<file path="src/rtl/rv32_mc_pkg.sv">
// rtl/rv32_mc_pkg.sv - shared types and constants for the RV32I multi-cycle sequencer
package rv32_mc_pkg;

   typedef enum logic [2:0] {
      FETCH = 3'd0,
      EXEC  = 3'd1,
      MEM   = 3'd2,
      WB    = 3'd3,
      TRAP  = 3'd4
   } state_t;

   localparam logic [1:0] TRAP_NONE     = 2'd0;
   localparam logic [1:0] TRAP_ILLEGAL  = 2'd1;
   localparam logic [1:0] TRAP_MISALIGN = 2'd2;
   localparam logic [1:0] TRAP_TIMEOUT  = 2'd3;

   localparam logic [31:0] NOP_INSTR = 32'h0000_0013;

   // Major opcodes, kept here so the control unit and sequencer agree on them.
   localparam logic [6:0] OP_LUI    = 7'b0110111;
   localparam logic [6:0] OP_AUIPC  = 7'b0010111;
   localparam logic [6:0] OP_JAL    = 7'b1101111;
   localparam logic [6:0] OP_JALR   = 7'b1100111;
   localparam logic [6:0] OP_BRANCH = 7'b1100011;
   localparam logic [6:0] OP_LOAD   = 7'b0000011;
   localparam logic [6:0] OP_STORE  = 7'b0100011;
   localparam logic [6:0] OP_IMM    = 7'b0010011;
   localparam logic [6:0] OP_REG    = 7'b0110011;
   localparam logic [6:0] OP_FENCE  = 7'b0001111;
   localparam logic [6:0] OP_SYSTEM = 7'b1110011;

   function automatic logic misaligned(input logic [1:0] lsbs);
      return lsbs != 2'b00;
   endfunction

endpackage

</file>
<file path="src/rtl/rv32_wait_timer.sv">
// rtl/rv32_wait_timer.sv - memory-ready wait counter with optional timeout
module rv32_wait_timer #(
   parameter int TO_W        = 8,
   parameter int MEM_TIMEOUT = 0
) (
   input  logic clk,
   input  logic rst,
   input  logic clear,
   input  logic tick,
   input  logic enable,
   output logic timeout
);

   localparam int unsigned LAST = (MEM_TIMEOUT == 0) ? 0 : MEM_TIMEOUT - 1;

   logic [TO_W-1:0] count;

   always_ff @(posedge clk) begin
      if (rst || clear) begin
         count <= '0;
      end else if (enable && tick) begin
         count <= count + TO_W'(1);
      end
   end

   // Fires during the wait cycle that brings the count up to MEM_TIMEOUT.
   assign timeout = (MEM_TIMEOUT != 0) && enable && tick && (count == TO_W'(LAST));

endmodule

</file>
<file path="src/rtl/rv32_mc_sequencer.sv">
// rtl/rv32_mc_sequencer.sv - multi-cycle FETCH/EXEC/MEM/WB sequencer with trap handling
module rv32_mc_sequencer
   import rv32_mc_pkg::*;
#(
   parameter int              XLEN        = 32,
   parameter logic [XLEN-1:0] RESET_PC    = '0,
   parameter int              CNT_W       = 32,
   parameter int              MEM_TIMEOUT = 0,
   parameter int              TO_W        = 8
) (
   input  logic             clk,
   input  logic             rst,
   output logic             imem_req,
   output logic [XLEN-1:0]  imem_addr,
   input  logic             imem_ready,
   input  logic [31:0]      imem_rdata,
   output logic             dmem_req,
   output logic             dmem_we,
   output logic [XLEN-1:0]  dmem_addr,
   input  logic             dmem_ready,
   input  logic [31:0]      dmem_rdata,
   input  logic             ctl_load,
   input  logic             ctl_store,
   input  logic             ctl_branch,
   input  logic             ctl_jal,
   input  logic             ctl_jalr,
   input  logic             ctl_reg_write,
   input  logic             ctl_illegal,
   input  logic             br_taken,
   input  logic [XLEN-1:0]  alu_res,
   output logic [XLEN-1:0]  pc,
   output logic [31:0]      ir,
   output logic [31:0]      ld_data,
   output logic             reg_we,
   output logic [CNT_W-1:0] instret,
   output logic             halted,
   output logic [1:0]       trap_cause
);

   state_t          state;
   logic [XLEN-1:0] next_pc;
   logic            next_misaligned;
   logic            wb_we;
   logic            timer_clear;
   logic            timer_tick;
   logic            timer_enable;
   logic            timer_timeout;

   assign imem_addr = pc;

   always_comb begin
      next_pc = pc + XLEN'(4);
      if (ctl_jalr) begin
         next_pc = alu_res & ~XLEN'(1);
      end else if (ctl_jal || (ctl_branch && br_taken)) begin
         next_pc = alu_res;
      end
   end

   assign next_misaligned = misaligned(next_pc[1:0]);
   assign wb_we = ctl_reg_write & ~ctl_store & ~(ctl_branch & ~ctl_jal & ~ctl_jalr);

   // Clearing while in EXEC/WB guarantees a zero count on entry to MEM/FETCH.
   assign timer_clear  = (state == EXEC) || (state == WB) || ((state == FETCH) && !imem_req);
   assign timer_enable = ((state == FETCH) && imem_req) || (state == MEM);
   assign timer_tick   = (state == FETCH) ? ~imem_ready : ~dmem_ready;

   rv32_wait_timer #(
      .TO_W        (TO_W),
      .MEM_TIMEOUT (MEM_TIMEOUT)
   ) u_wait_timer (
      .clk     (clk),
      .rst     (rst),
      .clear   (timer_clear),
      .tick    (timer_tick),
      .enable  (timer_enable),
      .timeout (timer_timeout)
   );

   always_ff @(posedge clk) begin
      if (rst) begin
         state      <= FETCH;
         pc         <= RESET_PC;
         ir         <= NOP_INSTR;
         ld_data    <= '0;
         dmem_addr  <= '0;
         imem_req   <= 1'b0;
         dmem_req   <= 1'b0;
         dmem_we    <= 1'b0;
         reg_we     <= 1'b0;
         instret    <= '0;
         halted     <= 1'b0;
         trap_cause <= TRAP_NONE;
      end else begin
         reg_we <= 1'b0;
         case (state)
            FETCH: begin
               // imem_req is low only in the first cycle after reset.
               if (!imem_req) begin
                  imem_req <= 1'b1;
               end else if (imem_ready) begin
                  ir       <= imem_rdata;
                  imem_req <= 1'b0;
                  state    <= EXEC;
               end else if (timer_timeout) begin
                  imem_req   <= 1'b0;
                  halted     <= 1'b1;
                  trap_cause <= TRAP_TIMEOUT;
                  state      <= TRAP;
               end
            end
            EXEC: begin
               if (ctl_illegal) begin
                  halted     <= 1'b1;
                  trap_cause <= TRAP_ILLEGAL;
                  state      <= TRAP;
               end else if (ctl_load || ctl_store) begin
                  dmem_addr <= alu_res;
                  dmem_req  <= 1'b1;
                  dmem_we   <= ctl_store;
                  state     <= MEM;
               end else begin
                  reg_we <= wb_we & ~next_misaligned;
                  state  <= WB;
               end
            end
            MEM: begin
               if (dmem_ready) begin
                  if (ctl_load) begin
                     ld_data <= dmem_rdata;
                  end
                  dmem_req <= 1'b0;
                  dmem_we  <= 1'b0;
                  reg_we   <= wb_we & ~next_misaligned;
                  state    <= WB;
               end else if (timer_timeout) begin
                  dmem_req   <= 1'b0;
                  dmem_we    <= 1'b0;
                  halted     <= 1'b1;
                  trap_cause <= TRAP_TIMEOUT;
                  state      <= TRAP;
               end
            end
            WB: begin
               if (next_misaligned) begin
                  halted     <= 1'b1;
                  trap_cause <= TRAP_MISALIGN;
                  state      <= TRAP;
               end else begin
                  pc       <= next_pc;
                  instret  <= instret + CNT_W'(1);
                  imem_req <= 1'b1;
                  state    <= FETCH;
               end
            end
            TRAP: begin
               state <= TRAP;
            end
            default: begin
               halted <= 1'b1;
               state  <= TRAP;
            end
         endcase
      end
   end

endmodule

</file>
<file path="config.mk">
export PLATFORM = sky130hd
export DESIGN_NAME = rv32_mc_sequencer
export DESIGN_NICKNAME = d
export VERILOG_FILES = /design/src/rtl/rv32_mc_pkg.sv /design/src/rtl/rv32_wait_timer.sv /design/src/rtl/rv32_mc_sequencer.sv
export SDC_FILE = /design/constraint.sdc
export NUM_CORES = 1
export LEC_CHECK = 0
export BUFFER_PORTS_ARGS = -buffer_cell sky130_fd_sc_hd__buf_2
export CAP_MARGIN = 10
export CORE_MARGIN = 2
export CORE_UTILIZATION = 45
export CTS_BUF_LIST = sky130_fd_sc_hd__clkbuf_4 sky130_fd_sc_hd__clkbuf_8
export DETAILED_ROUTE_END_ITERATION = 12
export PLACE_DENSITY = 0.78
export SETUP_SLACK_MARGIN = 0.5
export SLEW_MARGIN = 25
export SYNTH_ARGS = -nofsm -noshare
export SYNTH_HDL_FRONTEND = slang
export SYNTH_SLANG_ARGS = --single-unit
</file>
<file path="constraint.sdc">
create_clock -name clk -period 1.71 [get_ports clk]
set_input_delay 0.0855 -clock clk [delete_from_list [all_inputs] [get_ports clk]]
set_output_delay 0.0855 -clock clk [all_outputs]
set_load 0.03 [all_outputs]
</file>
* Yosys cells after proc, flatten, opt, wreduce, memory -nomap -nowiden
Cells that the tools add are included.
** Storage, ports and cells
- Logic and storage cells :: 86
- Output and inout port bits :: 199
- Input port bits :: 108
- Bits in registers :: 170
** Operators by class
- Bitwise operators :: 12
- Add/subtract/negate cells :: 2
- Multiplexer cells :: 30
- Reduce and logical (&&, ||, !) cells :: 18
- Equal/unequal tests :: 12
** Operators with widths (number)
- two-way mux 32 bit :: 2
- adder 32 x 1 -> 32 bit (second input constant) :: 1
- adder 32 x 3 -> 32 bit (second input constant) :: 1
- AND reduction 3 bit :: 6
- two-way mux 3 bit :: 5
- two-way mux 1 bit :: 14
- inequality test 2 bit (second input constant) :: 7
- case mux 3 bit (4 select lines) :: 1
- case mux 1 bit (2 select lines) :: 4
- nonzero test 2 bit :: 4
- inverter 1 bit :: 7
- equality test 3 x 2 -> 1 bit (second input constant) :: 2
- AND 1 bit :: 5
- two-way mux 2 bit :: 2
- case mux 2 bit (2 select lines) :: 1
- AND reduction 2 bit :: 2
- AND reduction 4 bit :: 1
- equality test 3 x 1 -> 1 bit (second input constant) :: 1
- equality test 3 bit (second input constant) :: 1
- logical NOT 3 bit :: 1
- case mux 1 bit (3 select lines) :: 1
- OR reduction 3 bit :: 1
- logical OR 1 bit :: 2
- inequality test 2 x 1 -> 1 bit (second input constant) :: 1
- logical AND 1 bit :: 1

* Longest topological paths before layout
- Depth after elaboration :: 10
- Depth in mapped cells :: 8
- Gate-level depth less buffers :: 6

* By module
A second synthesis with hierarchy kept.
** Second synthesis, totals
- Cell total of the unflattened synthesis :: 986
- Area total of the unflattened synthesis :: 7684.9 sq um
** By module, submodules not included
- rv32_mc_sequencer :: seq. area each 3403.3 sq um, cells an instance 984, area an instance 7673.6 sq um, instances 1
- rv32_wait_timer :: seq. area each 0.0 sq um, cells an instance 2, area an instance 11.3 sq um, instances 1

* Worst setup path after synthesis
Ideal clock, no wire load.
- Path kind :: register to register
- Start point :: reg instret[11]
- End point :: reg instret[30]
- Path buffers :: 1
- Path slack :: -359 ps
- Required time :: 1640 ps
- Period minus slack after synthesis :: 2069 ps
- Setup time :: 70 ps
- Cell stages (with the launch flop) :: 7
- Data arrival time :: 1998 ps
- Cell sequence :: dfxtp_1 nand4_1 nor4_2 nand4_1 buf_2 or4_1 a21oi_1
** On the way
- Cells in the longest elaborated chain, start to end :: 1
** RTL lines
- start, declared :: line rv32_mc_sequencer.sv:35 : output logic [CNT_W-1:0] instret,
- start signal, assigned :: line rv32_mc_sequencer.sv:151 : instret <= instret + CNT_W'(1);
- adder 32 x 1 -> 32 bit :: line rv32_mc_sequencer.sv:151
Every way passes these cells.
A chain may end at the register's enable or synchronous reset.

* Worst setup path in the final report
- Start point :: reg state[0]
- End point :: reg ld_data[20]
** On the way
- Cells in the longest elaborated chain, start to end :: 2
** RTL lines
- start, declared :: line rv32_mc_sequencer.sv:40 : state_t state;
- start signal, assigned :: line rv32_mc_sequencer.sv:82 : state <= FETCH;
- start signal, assigned :: line rv32_mc_sequencer.sv:104 : state <= EXEC;
- start signal, assigned :: line rv32_mc_sequencer.sv:109 : state <= TRAP;
- equality test 3 x 2 -> 1 bit :: line rv32_mc_sequencer.sv:96 : case (state)
- AND reduction 3 bit (no source line)
- end signal, assigned :: line rv32_mc_sequencer.sv:130 : ld_data <= dmem_rdata;
- end, declared :: line rv32_mc_sequencer.sv:33 : output logic [31:0] ld_data,
Every way passes these cells.

==> key figures <==
Setup path
  • Worst Path Arrival: 2330 ps
  • Crit-path max FO: 8
  • Worst Setup Path Type: register to register
  • CP Data Required Time: 2050 ps
  • Crit start category: register
  • Crit path capture type: register

Power and ir drop
  • Power Density: 626 mW/mm2
  • Max rail drop VDD: 0.642 mV
  • Pleak: 0.00619 uW

STA
  • Post-route setup slack: -283 ps
  • Hold_ws: -2.31 ps
  • Slew Viols, Final: 0
  • Fin. Hold Viols: 1
  • RSZ-0062 raised after global routing: yes
  • Fin crit period: 1990 ps
  • Setup violators final: 71
  • Slew margin rel.: 41.7%
  • Fin crit share: 117%
  • Clock Skew: 18.5 ps
  • Worst-margin pin slew: 874 ps
  • Fmax: 502 MHz

Final layout
  • Area delta synth->final: 88.2%
  • Fin util: 86.0%
  • Fill count: 724
  • Layout cells sized above 1: 57.6%
  • Post-Layout Cell Count: 1,720
  • Commonest cells after routing, fill and taps aside: buf_2, nand2_1, dfxtp_1, dlygate4sd3_1, buf_4
  • Nets: 1,596
  • Register area: 0.00355 mm2
  • Most common cell after layout, fill and taps aside: buf_2
  • Multi-input logic area: 0.00521 mm2

Clock tree
  • TritonCTS Buffers: 17
  • CTS tree: built
  • Worst-path clk slew: 110 ps
  • Root Buffer: clkbuf_8
  • Clock tree sinks: 170
  • CTS Buffer Depth: 2
  • CTS Hold Bufs: 98
  • Worst-skew pair later-pin latency: 480 ps
  • CTS H-tree lvls: 4

Placed design
  • Placed Cells: 1,497
  • DPL Wire Length: 16,900 um
  • Pre-CTS setup slack: -214 ps
  • Port Buffers: 306
  • Routability cong.: 0.842

Routing
  • Pre-antenna DRT Iters: 8
  • Post-route DRC: 0
  • Antenna viol nets, final: 0
  • Routed via count: 10,800
  • Detailed Route WL: 41,200 um
  • First-iteration detailed-routing DRC count: 1,074
  • WL per Instance: 24.0 um
  • Via/cell ratio: 6.26

Floorplanning
  • IO Pins: 307
  • Vert. Die Dim: 134 um
  • Die footprint: 0.0178 mm2
  • Initial Util: 45.7%
  • CORE AREA: 0.0165 mm2
  • # rows: 47
  • Die W: 134 um

Logic synthesis
  • Post-Syn Nets: 1,085
  • Cell Area, Synth: 0.00755 mm2
  • Area leader, netlist: dfxtp_1
  • Synth cell types: 61
  • Cells after Synth: 975
  • Synthesized flop and latch total: 170
  • Mapped Avg Cell Area: 7.75 um2
  • Dominant synthesized flop cell: dfxtp_1
  • Area contributors post-synth: dfxtp_1, nand2_1, a21oi_1
  • Register area share after synthesis: 45.1%
  • Area share of the largest cell type after synthesis: 45.1%
  • EDFF count, synth: 0
  • Ys Warns: 0
  • Post-synthesis async set-or-reset flop share: 0%

Global routing
  • Largest net degree at the start of global routing: 57
  • Initial antenna violation count: 3
  • First-pass GRT wire length: 50,800 um
  • Tot GR Track Use: 35.8%
  • Vias in the first global route: 9,871
  • Overflow after GRT: 0

Run status
  • Violated checks: hold timing, setup timing
  • Status: finished, violations left

Worst hold path
  • Hold Crit Class: input port to register

Job
  • Max cap viols: 0
## final cells by class
type | count | share of cell area [%]
Clock buffer | 19 | 1.80
Antenna cell | 1 | 0.0176
Timing Repair Buffer | 590 | 33.1
Sequential cell | 170 | 25.0
Tap cell | 220 | 1.94
Clock inverter | 13 | 1.13
Inverter | 17 | 0.449
Multi-Input combinational cell | 690 | 36.6
## layer usage
metal | up-vias | part of all wire, % | GRT usage (%)
met3 | 356 | 9.2 | 8.41
li1 | 4415 | - | -
met4 | 4 | 8.9 | 20.9
met2 | 932 | 48 | 61.3
met5 | - | 0.053 | 0
met1 | 5064 | 34 | 40.7
## sequential cells by signal, indices dropped and copies added, names as in the netlist
register / cells
imem_req: 1
dmem_addr: 32
imem_addr: 32
ld_data: 32
instret: 32
dmem_req: 1
halted: 1
dmem_we: 1
trap_cause: 2
reg_we: 1
state: 3
ir: 32
## synthesized netlist by cell type, types with 7 or more instances
cell type,number
a211oi_1,8
a21oi_1,154
a31oi_1,8
and3_1,10
buf_2,12
buf_4,32
clkbuf_1,51
dfxtp_1,170
inv_1,17
nand2_1,248
nand3_1,27
nand4_1,28
nor2_1,37
nor3_1,10
o21ai_0,29
o31a_1,7
o31ai_1,16
o32ai_1,9
or3_1,11
or4_1,15
## cell families after synthesis
logic type	share of synthesized area, %
DFF	45.1
adders and majority gates	0.331
AOI/OAI and AO/OA	19.9
xor gates and xnor gates	0.696
muxes	0.712
and+or+nand+nor	25.7
buffers and inverters	7.60
## worst max-delay path, cell delays in order, from the launching register on
cell and delay (ps):
dfxtp_2 350, buf_6 120, buf_8 120, buf_12 130
nor4b_4 250, buf_4 200, buf_6 100, buf_12 130
nand2_4 80, a21oi_1 370
## per-stage QoR
step | cell area [um2] | setup TNS [ps] | power, uW | hold WS (ps)
3_3_place_gp | 10000 | -3060 | 5050 | 295
3_5_place_dp | 10000 | -5820 | 5070 | 303
2_1_floorplan | 8180 | -206 | 4730 | 197
5_1_grt | 14200 | -9190 | 9090 | -1.78
6_report | 14200 | -6140 | 8890 | -2.31
4_1_cts | 12800 | -628 | 8390 | -17.8
## power breakdown
part / internal [uW] / switching, uW
Sequential: 4000 / 75.5
Clock: 1400 / 1740
Combinational: 725 / 962
Total: 6120 / 2780
## final timing paths
check	from	endpoint	slack (ps)	depth (start not counted)
max	state[0]$_SDFFE_PP0P_	ld_data[20]$_SDFFE_PP0P_	-280	9
min	rst	reg_we$_SDFF_PP0_	-2	3
max reg2reg	state[0]$_SDFFE_PP0P_	ld_data[20]$_SDFFE_PP0P_	-280	9
min reg2reg	ld_data[8]$_SDFFE_PP0P_	ld_data[8]$_SDFFE_PP0P_	460	2
## timing repair
item / in CTS / in global routing
endpoints found under the hold margin: 117 / 1
resized for setup: 185 / 264
setup endpoints to repair: 224 / 246
buffers inserted: 53 / 19
pin swaps: 70 / 128
cloned: 13 / 7
(Power assumes the default switching activity.)
